## config.mk

```make
export PLATFORM = sky130hd
export DESIGN_NAME = mult_result_accum
export DESIGN_NICKNAME = d
export VERILOG_FILES = /design/src/rtl/mult_result_accum.sv
export SDC_FILE = /design/constraint.sdc
export NUM_CORES = 1
export LEC_CHECK = 0
export BUFFER_PORTS_ARGS = -buffer_cell sky130_fd_sc_hd__buf_2
export CORE_UTILIZATION = 35
export CTS_CLUSTER_DIAMETER = 100
export DETAILED_ROUTE_END_ITERATION = 7
export HOLD_SLACK_MARGIN = 0.1
export SLEW_MARGIN = 20
export SYNTH_ARGS = -nofsm -noshare
export SYNTH_HDL_FRONTEND = slang
export SYNTH_SLANG_ARGS = --single-unit
```

## constraint.sdc

```tcl
create_clock -name clk -period 3.6 [get_ports clk]
set_clock_uncertainty 0.15 [all_clocks]
set_input_delay 0.36 -clock clk [delete_from_list [all_inputs] [get_ports clk]]
set_output_delay 0.36 -clock clk [all_outputs]
set_load 0.01 [all_outputs]
```

## src/rtl/mult_result_accum.sv

```systemverilog
// Frame-aligned sampler and batch accumulator for the 8x8 frame-based multiplier.
// Optional MULT_ACCUM_SKID_EN turns the single result slot into a 2-entry in-order FIFO.
module mult_result_accum #(
  parameter int FRAME = 10,
  parameter int BATCH = 4,
  parameter int ACC_W = 32
) (
  input  logic             clk,
  input  logic             rst,
  input  logic [15:0]      i_product,
  output logic [ACC_W-1:0] o_sum_data,
  output logic             o_sum_valid,
  input  logic             i_sum_ready,
  output logic             o_dropped,
  output logic             o_overflow
);

  localparam int PH_W  = (FRAME > 1) ? $clog2(FRAME) : 1;
  localparam int CNT_W = (BATCH > 1) ? $clog2(BATCH) : 1;

  logic [PH_W-1:0]  r_phase;
  logic [CNT_W-1:0] r_count;
  logic [ACC_W-1:0] r_acc;
  logic             r_overflow;
  logic             r_dropped;

  logic             w_sample;
  logic             w_complete;
  logic             w_xfer;
  logic [ACC_W:0]   w_sum_ext;
  logic [ACC_W-1:0] w_sum;
  logic             w_carry;

  always_ff @(posedge clk or posedge rst) begin
    if (rst) begin
      r_phase <= '0;
    end else if (r_phase == PH_W'(FRAME - 1)) begin
      r_phase <= '0;
    end else begin
      r_phase <= r_phase + PH_W'(1);
    end
  end

  always_comb begin
    w_sample   = (r_phase == PH_W'(FRAME - 1));
    w_complete = w_sample && (r_count == CNT_W'(BATCH - 1));
    w_xfer     = o_sum_valid && i_sum_ready;
    w_sum_ext  = {1'b0, r_acc} + (ACC_W + 1)'(i_product);
    w_sum      = w_sum_ext[ACC_W-1:0];
    w_carry    = w_sum_ext[ACC_W];
  end

  // The final sample of a batch restarts the accumulator from zero rather than keeping the sum.
  always_ff @(posedge clk or posedge rst) begin
    if (rst) begin
      r_acc      <= '0;
      r_count    <= '0;
      r_overflow <= 1'b0;
    end else if (w_sample) begin
      if (w_carry) begin
        r_overflow <= 1'b1;
      end
      if (w_complete) begin
        r_acc   <= '0;
        r_count <= '0;
      end else begin
        r_acc   <= w_sum;
        r_count <= r_count + CNT_W'(1);
      end
    end
  end

`ifdef MULT_ACCUM_SKID_EN
  logic [ACC_W-1:0] r_head;
  logic [ACC_W-1:0] r_tail;
  logic [1:0]       r_occ;

  // Head is the oldest result; a pop that empties the FIFO leaves the head value in place.
  always_ff @(posedge clk or posedge rst) begin
    if (rst) begin
      r_head    <= '0;
      r_tail    <= '0;
      r_occ     <= 2'd0;
      r_dropped <= 1'b0;
    end else begin
      r_dropped <= 1'b0;
      case ({w_complete, w_xfer})
        2'b11: begin
          if (r_occ == 2'd2) begin
            r_head <= r_tail;
            r_tail <= w_sum;
          end else begin
            r_head <= w_sum;
          end
        end
        2'b10: begin
          if (r_occ == 2'd0) begin
            r_head <= w_sum;
            r_occ  <= 2'd1;
          end else if (r_occ == 2'd1) begin
            r_tail <= w_sum;
            r_occ  <= 2'd2;
          end else begin
            r_dropped <= 1'b1;
          end
        end
        2'b01: begin
          if (r_occ == 2'd2) begin
            r_head <= r_tail;
          end
          r_occ <= r_occ - 2'd1;
        end
        default: begin
        end
      endcase
    end
  end

  assign o_sum_data  = r_head;
  assign o_sum_valid = (r_occ != 2'd0);
`else
  logic [ACC_W-1:0] r_sum_data;
  logic             r_sum_valid;

  always_ff @(posedge clk or posedge rst) begin
    if (rst) begin
      r_sum_data  <= '0;
      r_sum_valid <= 1'b0;
      r_dropped   <= 1'b0;
    end else begin
      r_dropped <= 1'b0;
      if (w_complete) begin
        if (!r_sum_valid || w_xfer) begin
          r_sum_data  <= w_sum;
          r_sum_valid <= 1'b1;
        end else begin
          r_dropped <= 1'b1;
        end
      end else if (w_xfer) begin
        r_sum_valid <= 1'b0;
      end
    end
  end

  assign o_sum_data  = r_sum_data;
  assign o_sum_valid = r_sum_valid;
`endif

  assign o_dropped  = r_dropped;
  assign o_overflow = r_overflow;

endmodule
```

==> reports/summary.txt <==
vias in the first global route - 3612
highest metal used - met4
Synth warnings - 0
DRC violations left - 4
end point of the critical path - r_acc[20]
antenna-violating nets left - 0
overall die width - 112 um
most used cell, CP - sky130_fd_sc_hd__a21o_1
Hold Crit Class - primary input to flip-flop
data arrival time of the critical path - 2790 ps
vias after detailed routing - 3709
adder-cell share of the synthesized area - 5.49%
cell area after synthesis - 4240 um2
number of setup violations in the final report - 0
power per cell area - 445 nW/um2
simple-gate share of the synthesized area - 17.9%
xor and xnor area share after synthesis - 4.95%
share of flip-flops with an asynchronous set or reset after synthesis - 100%
setup slack of the most critical reg-to-reg path - 890 ps
Post-Route Setup TNS - 0 ps
TritonCTS Buffers - 9
number of maximum-capacitance constraint violations - 0
cell taking the most area after synthesis - sky130_fd_sc_hd__dfrtp_1
worst reg2reg startpoint - r_acc[0]
total routing resource utilization after global routing - 18.6%
wire length on met2 - 4930 um
flip-flop and latch count after synthesis - 73
Min-Delay Startpoint - i_sum_ready
starting DRC count in detailed routing - 247
number of buffers on the longest clock path - 2
total number of H-tree levels - 3
compound-gate portion of the synthesized area - 24.8%
number of standard-cell rows in the floorplan - 39
failing checks - design-rule violations
fraction of final layout cells sized beyond drive strength 1 - 17.0%
initial cell density of the core - 36.5%
syn_nets - 508
largest family of logic cells by synthesized area - compound AO/OA/AOI/OAI gates
Final Util - 42.8%
result of the run - finished, violations left
count of cell types in the netlist - 61
Worst Tran Pin Value - 765 ps
port buffer count - 53
P_leak - 2.27 nW
number of hold violations in the final report - 0
main area contributors after synthesis - sky130_fd_sc_hd__dfrtp_1 (43%), sky130_fd_sc_hd__nand2_1 (7.4%), sky130_fd_sc_hd__o21ai_0 (7.0%)
Avg Vias per Cell - 5.58
share of synthesized area occupied by flip-flops and latches - 43.1%
detailed-routed wire length on met3 - 539 um
Die Outline Area - 12600 um2
achievable frequency - 0.369 GHz
clock edge transition at the registers on the reported setup and hold paths - 60 ps
Register-to-Register Path Depth - 9
detailed-routing iteration count for the pre-antenna-repair pass - 7
overflow left after global routing - 0
required arrival time at the worst endpoint - 3680 ps
chain of cells forming the critical path - ha_1 > fa_1 > a21o_1 > a221oi_2 > buf_4 > o31a_1 > a21oi_1 > nor3b_1 > a21o_1
largest net degree at the start of global routing - 41
number of clock sinks - 73
Floorplan Core Area - 11600 um2
wire length of the first global-routing pass - 18300 um
Setup Fix Bufs, Post-CTS - 0
endpoint kind of the worst setup timing path - flip-flop
delay of the slowest cell on the worst path - 410 ps
detailed-route wire length per cell - 16.5 um
area fraction of the dominant cell type after synthesis - 43.1%
Vert. Die Dim - 112 um
number of nets in the layout - 554
Critical Path Fanout Max - 5
critical path launch point type - flip-flop
post-cts repair resize count - 0
Slew headroom - 48.9%
count of flip-flops with a built-in enable after synthesis - 0
most frequently used flop master after synthesis - sky130_fd_sc_hd__dfrtp_1
weighted congestion at the end of routability-driven global placement - 0.858
worst setup path start - r_acc[0]
HPWL after detailed placement - 7780 um
count of final max-slew check failures - 0
growth of design area from synthesis to finish - 17.1%
setup repair after global routing missed its margin - false
drt total wl - 11000 um
multiplexer fraction of the synthesized cell area - 0.265%
number of instances in the synthesized netlist - 471
critical setup path kind - flip-flop to flip-flop
Ant. Diodes - 0
fraction of the cycle the final worst path needs - 75.3%
wire length on met1 - 5310 um
clock tree from TritonCTS - yes
number of antenna violations at the first check in global routing - 0
root buffer cell - sky130_fd_sc_hd__clkbuf_16
latest clock arrival within the worst-skew pair - 340 ps
worst-case vdd ir drop - 0.238 mV
capture point of the worst reg-to-reg path - r_acc[20]
I/O pins - 54
final worst path period need - 2710 ps
average size of a mapped cell - 9.01 um2
cell with the biggest individual delay on the critical path - sky130_fd_sc_hd__fa_1
-- routing by layer --
metal,vias up,GRT usage (%)
met5,-,0
met4,0,8.09
met3,13,3.40
met2,103,28.5
met1,1792,25.8
li1,1801,-
-- cells in the final DEF (no fill, tap or decap), types with 5 or more instances in the layout --
cell,instances
sky130_fd_sc_hd__nand2_1,84
sky130_fd_sc_hd__dfrtp_1,73
sky130_fd_sc_hd__o21ai_0,59
sky130_fd_sc_hd__buf_2,53
sky130_fd_sc_hd__nor2_1,24
sky130_fd_sc_hd__a21oi_1,22
sky130_fd_sc_hd__xnor2_1,17
sky130_fd_sc_hd__ha_1,17
sky130_fd_sc_hd__o2111ai_1,9
sky130_fd_sc_hd__clkbuf_16,9
sky130_fd_sc_hd__a21o_1,8
sky130_fd_sc_hd__nand4_1,8
sky130_fd_sc_hd__nand3_1,8
sky130_fd_sc_hd__inv_1,7
sky130_fd_sc_hd__o31ai_1,7
sky130_fd_sc_hd__xor2_1,7
sky130_fd_sc_hd__buf_4,7
sky130_fd_sc_hd__o211ai_1,6
sky130_fd_sc_hd__and4_1,5
sky130_fd_sc_hd__and3_1,5
sky130_fd_sc_hd__o21ai_1,5
sky130_fd_sc_hd__nor3_1,5
-- worst max-delay path: cells and delay by family (launching register included) --
kind	cells	cell delay, ps
flops	1	380
buf+inv	1	190
simple gates	1	170
compound gates	5	1080
fa+ha+maj	2	630
-- power by group --
part | switching [W] | total, W | internal, W
Clock | 0.000339 | 0.000931 | 0.000593
Sequential | 0.0000515 | 0.000976 | 0.000924
Combinational | 0.000176 | 0.000305 | 0.000129
Total | 0.000566 | 0.00221 | 0.00165
-- synthesized netlist by cell type, drive strengths merged (7+ instances only) --
cell type / instances
a211oi: 8
a21oi: 22
nor2: 24
xnor2: 17
inv: 8
nand4: 8
clkbuf: 15
o211ai: 7
o2111ai: 9
a21o: 8
o21ai: 65
buf: 12
ha: 17
dfrtp: 73
xor2: 7
o31ai: 7
nand2: 84
nand3: 9
-- layout make-up --
class                      count  area (um2)
timing repair buffer          62         348
sequential                    73        1830
multi-input combinational    362        2270
tap                          143         179
fill                        1178        6650
clock buffer                  14         274
inverter                       9        33.8
clock inverter                 2        35.0
-- timing repair --
item | 4_1_cts | 5_1_grt
endpoints found under the hold margin | 33 | 0
setup endpoints to repair | 0 | 0
hold buffers | 1 | 0
-- cells by family (layout without fill, tap and decap cells) --
logic type,after synthesis,count (layout)
adder cells (fa/ha/maj),18,18
AO/OA/AOI/OAI,158,158
XOR/XNOR,24,24
AND/OR/NAND/NOR,161,161
flip-flops,73,73
multiplexers,1,1
buffers and inverters,36,87
-- per-stage QoR --
step	area, um2	power (W)	hold WS [ps]	std cells	worst slack, ps
after floorplan	4240	0.00115	297	471	1030
after global placement	4650	0.00129	305	648	856
after detailed placement	4650	0.00130	313	648	799
after CTS	4970	0.00225	204	665	887
after global routing	4970	0.00232	240	665	750
final	4970	0.00221	212	665	890
-- sequential cells by signal, indices dropped and copies added (netlist names) --
name	flops
o_sum_data	32
o_dropped	1
r_count	2
o_sum_valid	1
r_phase	4
r_acc	32
o_overflow	1
-- worst min-delay path by stage --
| stage | end | slack [ps] | depth (start not counted) |
|---|---|---|---|
| 2_1_floorplan | r_acc[15] | 300 | 2 |
| 5_1_grt | o_dropped | 240 | 3 |
| 4_1_cts | o_dropped | 200 | 3 |
| 6_report | o_dropped | 210 | 3 |
| 3_3_place_gp | o_sum_data[0] | 310 | 2 |
| 3_5_place_dp | o_sum_data[1] | 310 | 2 |
(Power assumes the default switching activity.)
